## config.mk

```make
export PLATFORM = sky130hd
export DESIGN_NAME = wb_snoop_responder
export DESIGN_NICKNAME = d
export VERILOG_FILES = /design/src/rtl/wb_snoop_responder.sv
export SDC_FILE = /design/constraint.sdc
export NUM_CORES = 1
export LEC_CHECK = 0
export BUFFER_PORTS_ARGS = -buffer_cell sky130_fd_sc_hd__buf_2
export CORE_MARGIN = 5
export CORE_UTILIZATION = 45
export CTS_CLUSTER_SIZE = 20
export DETAILED_ROUTE_END_ITERATION = 8
export HOLD_SLACK_MARGIN = 0.02
export PLACE_DENSITY = 0.85
export SYNTH_ARGS = -nofsm -noshare
export SYNTH_HDL_FRONTEND = slang
export SYNTH_SLANG_ARGS = --single-unit
```

## constraint.sdc

```tcl
create_clock -name wb_clk_i -period 2.8 [get_ports wb_clk_i]
set_input_delay 0.56 -clock wb_clk_i [delete_from_list [all_inputs] [get_ports wb_clk_i]]
set_output_delay 0.56 -clock wb_clk_i [all_outputs]
set_load 0.005 [all_outputs]
```

## src/rtl/wb_snoop_responder.sv

```systemverilog
// Per-core snoop agent: on a snoop read, looks up the local data cache and
// returns hit data or a miss, holding the response until the snoop is withdrawn.
module wb_snoop_responder #(
    parameter int dw         = 32,
    parameter int aw         = 32,
    parameter int TIMEOUT    = 16,
    parameter int ONLY_DIRTY = 1
) (
    input  logic          wb_clk_i,
    input  logic          wb_rst_i,
    input  logic [aw-1:0] snoop_adr_i,
    input  logic          snoop_type_i,
    output logic          snoop_ack_o,
    output logic          snoop_valid_dat_o,
    output logic [dw-1:0] snooped_dat_o,
    output logic          cache_lookup_req_o,
    output logic [aw-1:0] cache_lookup_adr_o,
    input  logic          cache_lookup_gnt_i,
    input  logic          cache_lookup_done_i,
    input  logic          cache_hit_i,
    input  logic          cache_dirty_i,
    input  logic [dw-1:0] cache_dat_i
);

    localparam int CW = $clog2(TIMEOUT + 1);

    typedef enum logic [2:0] {
        IDLE,
        REQ,
        WAIT,
        RESP,
        DRAIN
    } state_t;

    state_t        state_q;
    logic [aw-1:0] adr_q;
    logic          req_q;
    logic          ack_q;
    logic          vld_q;
    logic [dw-1:0] dat_q;
    logic [CW-1:0] cnt_q;

    logic          only_dirty;
    logic          expired;
    logic          hit_ok;
    logic [CW-1:0] cnt_inc;

    assign only_dirty = (ONLY_DIRTY != 0);
    assign expired    = (cnt_q == CW'(TIMEOUT - 1));
    assign hit_ok     = cache_hit_i & (cache_dirty_i | ~only_dirty);
    assign cnt_inc    = (cnt_q == CW'(TIMEOUT)) ? cnt_q : cnt_q + 1'b1;

    always_ff @(posedge wb_clk_i or posedge wb_rst_i) begin
        if (wb_rst_i) begin
            state_q <= IDLE;
            adr_q   <= '0;
            req_q   <= 1'b0;
            ack_q   <= 1'b0;
            vld_q   <= 1'b0;
            dat_q   <= '0;
            cnt_q   <= '0;
        end else begin
            case (state_q)
                IDLE: begin
                    if (snoop_type_i) begin
                        adr_q   <= snoop_adr_i;
                        req_q   <= 1'b1;
                        state_q <= REQ;
                    end
                end
                REQ: begin
                    if (cache_lookup_gnt_i) begin
                        // Once granted the cache owes us a done, so an aborted
                        // snoop still has to drain it.
                        req_q   <= 1'b0;
                        cnt_q   <= '0;
                        state_q <= snoop_type_i ? WAIT : DRAIN;
                    end else if (!snoop_type_i) begin
                        req_q   <= 1'b0;
                        state_q <= IDLE;
                    end
                end
                WAIT: begin
                    if (!snoop_type_i) begin
                        // A done/expiry coinciding with the abort is already the
                        // drain condition, so skip DRAIN rather than wait forever.
                        cnt_q   <= cnt_inc;
                        state_q <= (cache_lookup_done_i || expired) ? IDLE : DRAIN;
                    end else if (cache_lookup_done_i) begin
                        ack_q   <= 1'b1;
                        vld_q   <= hit_ok;
                        dat_q   <= hit_ok ? cache_dat_i : '0;
                        state_q <= RESP;
                    end else if (expired) begin
                        ack_q   <= 1'b1;
                        vld_q   <= 1'b0;
                        dat_q   <= '0;
                        state_q <= RESP;
                    end else begin
                        cnt_q <= cnt_inc;
                    end
                end
                RESP: begin
                    if (!snoop_type_i) begin
                        ack_q   <= 1'b0;
                        vld_q   <= 1'b0;
                        dat_q   <= '0;
                        state_q <= IDLE;
                    end
                end
                DRAIN: begin
                    if (cache_lookup_done_i || expired) begin
                        state_q <= IDLE;
                    end else begin
                        cnt_q <= cnt_inc;
                    end
                end
                default: begin
                    req_q   <= 1'b0;
                    ack_q   <= 1'b0;
                    vld_q   <= 1'b0;
                    dat_q   <= '0;
                    state_q <= IDLE;
                end
            endcase
        end
    end

    assign snoop_ack_o        = ack_q;
    assign snoop_valid_dat_o  = vld_q;
    assign snooped_dat_o      = dat_q;
    assign cache_lookup_req_o = req_q;
    assign cache_lookup_adr_o = adr_q;

endmodule

```

==> impl_metrics.csv <==
group,metric,value,unit
run_status,outcome,"completed",
finish,n_antenna_cell,0,
synth,synth_cells,217,
route,drc,0,
power_and_ir_drop,pwr-share-seq,47.9,%
floorplan,die_w,92.3,um
route,detail-route-antenna-nets,0,
floorplan,placementRows,30,
timing,tightest_slew,0.633,ns
route,dr.pass1.iters,4,
setup_path,crit_path_start_kind,"flip-flop",
place,place_ws,0.539,ns
cts,post_cts_buffers,0,
setup_path,worstPathCellList,"ha_1 > and3_1 > ha_1 > o21ai_0 > o21ai_0 > a22oi_2 > buf_4 > a22o_1",
finish,drive_gt1_share,54.3,%
cts,clock_latency,0.33,ns
route,routed_wl,6650,um
cts,ctsResizeCount,0,
setup_path,cp.required,3.06,ns
finish,fin_cells,441,
synth,syn_area,3050,sq um
finish,areaGrowthSynthToFinish,32.5,%
setup_path,r2r_end,"snooped_dat_o[2]$_DFFE_PP0P_",
timing,fin_skew,0.0115,ns
grt,grt_pass1_wl,11200,um
timing,setup_viol,0,
cts,cts.sinks,75,
grt,grt_max_degree,47,
power_and_ir_drop,p_comb_share,21.8,%
power_and_ir_drop,power,0.00293,W
floorplan,dieArea,8530,sq um
synth,avgSynthCellArea,14.1,sq um
synth,synth-compound-area-share,14.6,%
power_and_ir_drop,switchingPower,0.000768,W
cts,postCtsHoldBufs,0,
grt,antenna_found_initial,0,
setup_path,worst_r2r_path_depth,8,
timing,hold_slack,0.313,ns
cts,cts_made_buffers,9,
cts,clockBufferDepth,2,
synth,synth_seq_cells,75,
timing,fin_crit,2.27,ns
floorplan,dieHeight,92.3,um
timing,rsz0062_at_grt,"no",
route,drt_iter0_markers,37,
synth,seq_area_frac_synth,61.5,%
floorplan,initial_core_util,45.7,%
route,wl_per_cell,15.1,um
synth,yosys.area_share.adder,1.23,%
timing,fin_setup_tns,0,ns
timing,drv_slew,0,
floorplan,io_pins,138,
grt,grt-ovfl-total,0,
floorplan,core-area,6680,sq um
setup_path,crit_path_start,"cnt_q[0]$_DFFE_PP0P_",
power_and_ir_drop,powerDensity,724,nW/um^2
setup_path,criticalPathCategory,"reg2reg",
setup_path,crit_slowest_cell,"dfrtp_1",
power_and_ir_drop,swShare,26.2,%
cts,root_buffer,"clkbuf_8",
finish,nets,430,
timing,fmax,440,MHz
setup_path,timing.rr.start,"cnt_q[0]$_DFFE_PP0P_",
place,gp_congestion,0.795,
setup_path,cp_data_arrival_time,2.53,ns
synth,post_synth_num_cell_types,39,
cts,cts_max_level,3,
timing,finalCritPeriodShare,81.1,%
place,dpl.cell_count,425,
route,via_per_inst,5.09,
power_and_ir_drop,intPower,0.00216,W
synth,ys.warnings.count,0,
cts,cts_tree,"yes",
power_and_ir_drop,irDropWorstVdd,0.450,mV
synth,synth_xor_area_share,0.287,%
synth,synth_simple_gate_area_share,5.91,%
grt,grtUsageTotal,16.1,%
setup_path,reg2reg_slack,0.53,ns
place,dp_hpwl,5010,um
power_and_ir_drop,clkPwrFrac,30.3,%
timing,slew_headroom,57.7,%
timing,hold_viol,0,
setup_path,endpoint_kind,"flip-flop",
run,maxCapViolCount,0,
power_and_ir_drop,p_leak,2.09,nW
setup_path,critPathMaxStageDelay,0.42,ns
grt,grt_pass1_vias,2365,
synth,muxShareOfSynthArea,13.1,%
cts,clk_pin_slew,0.08,ns
synth,synth_nets,291,
setup_path,endpoint,"snooped_dat_o[2]$_DFFE_PP0P_",
route,num_vias,2244,
worst_hold_path,hp-class,"in2async",
timing,worst_slack,0.528,ns
synth,synth_top_family_by_area,"compound AO/OA/AOI/OAI gates",
setup_path,critPathMaxFanout,33,
place,port_buffers,137,
## worst max-delay path: cells and delay by family, from the launching register on
family | cells | cell delay, ns
DFF | 1 | 0.42
adders and majority gates | 2 | 0.45
AOI/OAI and AO/OA | 4 | 0.80
buffers and inverters | 1 | 0.35
and+or+nand+nor | 1 | 0.18
## how the worst min path moves through the flow
stage	startpoint	end	slack, ns	cells after the start
2_1_floorplan	snoop_valid_dat_o$_DFFE_PP0P_	snoop_valid_dat_o$_DFFE_PP0P_	0.47	1
3_3_place_gp	snoop_valid_dat_o$_DFFE_PP0P_	snoop_valid_dat_o$_DFFE_PP0P_	0.46	1
3_5_place_dp	cache_lookup_adr_o[16]$_DFFE_PP0P_	cache_lookup_adr_o[16]$_DFFE_PP0P_	0.47	1
4_1_cts	wb_rst_i	snooped_dat_o[6]$_DFFE_PP0P_	0.32	2
5_1_grt	wb_rst_i	snooped_dat_o[7]$_DFFE_PP0P_	0.37	2
6_report	wb_rst_i	snooped_dat_o[8]$_DFFE_PP0P_	0.31	2
## cell type report
cell class                 count  area (sq um)
clock buffer                  11           131
clock inverter                 5          86.3
fill                         550          2640
inverter                       8          30.0
multi-input combinational    121          1080
sequential                    75          1880
tap                           80           100
timing repair buffer         141           741
## registers in the layout, indices dropped and copies added, names as in the netlist
name / cells
cache_lookup_adr_o: 32
cache_lookup_req_o: 1
cnt_q: 5
snoop_ack_o: 1
snoop_valid_dat_o: 1
snooped_dat_o: 32
state_q: 3
## Yosys cell counts
cell	instances	share of area, %
nor2_1	8	0.98
nand2_1	3	0.37
inv_1	6	0.74
o2bb2ai_1	1	0.29
buf_2	4	0.66
nor4b_4	1	0.78
a32o_1	1	0.33
mux2_4	2	0.98
a32oi_1	1	0.29
nor4bb_1	1	0.33
nand3b_1	3	0.74
a21oi_4	1	0.53
ha_1	3	1.2
mux2_1	1	0.37
a22o_1	32	9.2
nand3_1	3	0.49
buf_4	5	1.2
nor3_1	2	0.33
or3b_1	1	0.29
inv_2	2	0.25
xnor2_1	1	0.29
o32a_1	1	0.33
a21oi_1	3	0.49
o211ai_1	1	0.25
nor3_2	1	0.33
or4_1	1	0.25
mux2_2	31	11
a21o_1	2	0.49
and3_1	2	0.41
dfrtp_1	75	62
clkbuf_1	4	0.49
a211oi_1	2	0.49
nand2b_1	2	0.41
o21ai_0	5	0.82
a22oi_2	1	0.41
o21bai_1	1	0.25
or2_1	1	0.21
a211oi_2	1	0.41
mux2i_1	1	0.33
## routing by layer
layer  wire length, um  vias up  global-route usage (%)
li1                  -     1076                       -
met1              2780     1054                    20.1
met2              3150      103                    26.5
met3               629       11                    5.28
met4                84        0                    5.20
met5                 0        -                       0
## cells by family (layout without fill, tap and decap cells)
| logic type | Yosys count | count (layout) |
|---|---|---|
| flops | 75 | 75 |
| compound gates | 53 | 53 |
| mux | 35 | 35 |
| simple gates | 29 | 29 |
| buf+inv | 21 | 165 |
| fa+ha+maj | 3 | 3 |
| xor+xnor | 1 | 1 |
## through the flow
stage / utilization, % / area [sq um]
3_5_place_dp: 57.2 / 3820
4_1_cts: 60.5 / 4040
3_3_place_gp: 57.2 / 3820
5_1_grt: 60.5 / 4040
2_1_floorplan: - / 3050
6_report: 60.5 / 4040
## cells in the final DEF (no fill, tap or decap), types with 2 or more instances in the layout
| master | Yosys | routed |
|---|---|---|
| a211oi_1 | 2 | 2 |
| a21o_1 | 2 | 2 |
| a21oi_1 | 3 | 3 |
| a22o_1 | 32 | 32 |
| and3_1 | 2 | 2 |
| buf_12 | 0 | 2 |
| buf_2 | 4 | 137 |
| buf_4 | 5 | 2 |
| bufinv_16 | 0 | 2 |
| clkbuf_1 | 4 | 2 |
| clkbuf_8 | 0 | 9 |
| clkinv_4 | 0 | 2 |
| dfrtp_1 | 75 | 75 |
| ha_1 | 3 | 3 |
| inv_1 | 6 | 5 |
| inv_2 | 2 | 3 |
| mux2_2 | 31 | 31 |
| mux2_4 | 2 | 2 |
| nand2_1 | 3 | 3 |
| nand2b_1 | 2 | 2 |
| nand3_1 | 3 | 3 |
| nand3b_1 | 3 | 3 |
| nor2_1 | 8 | 8 |
| nor3_1 | 2 | 2 |
| o21ai_0 | 5 | 5 |
## power groups by stage
stage	clock, W	combinational [W]	sequential, W
after floorplan	0	0.000342	0.00142
after global placement	0	0.000631	0.00141
after detailed placement	0	0.000651	0.00143
after CTS	0.000920	0.000653	0.00140
after global routing	0.000963	0.000704	0.00143
final	0.000888	0.000637	0.00140
Note: power is estimated with default switching activity, not from simulation.
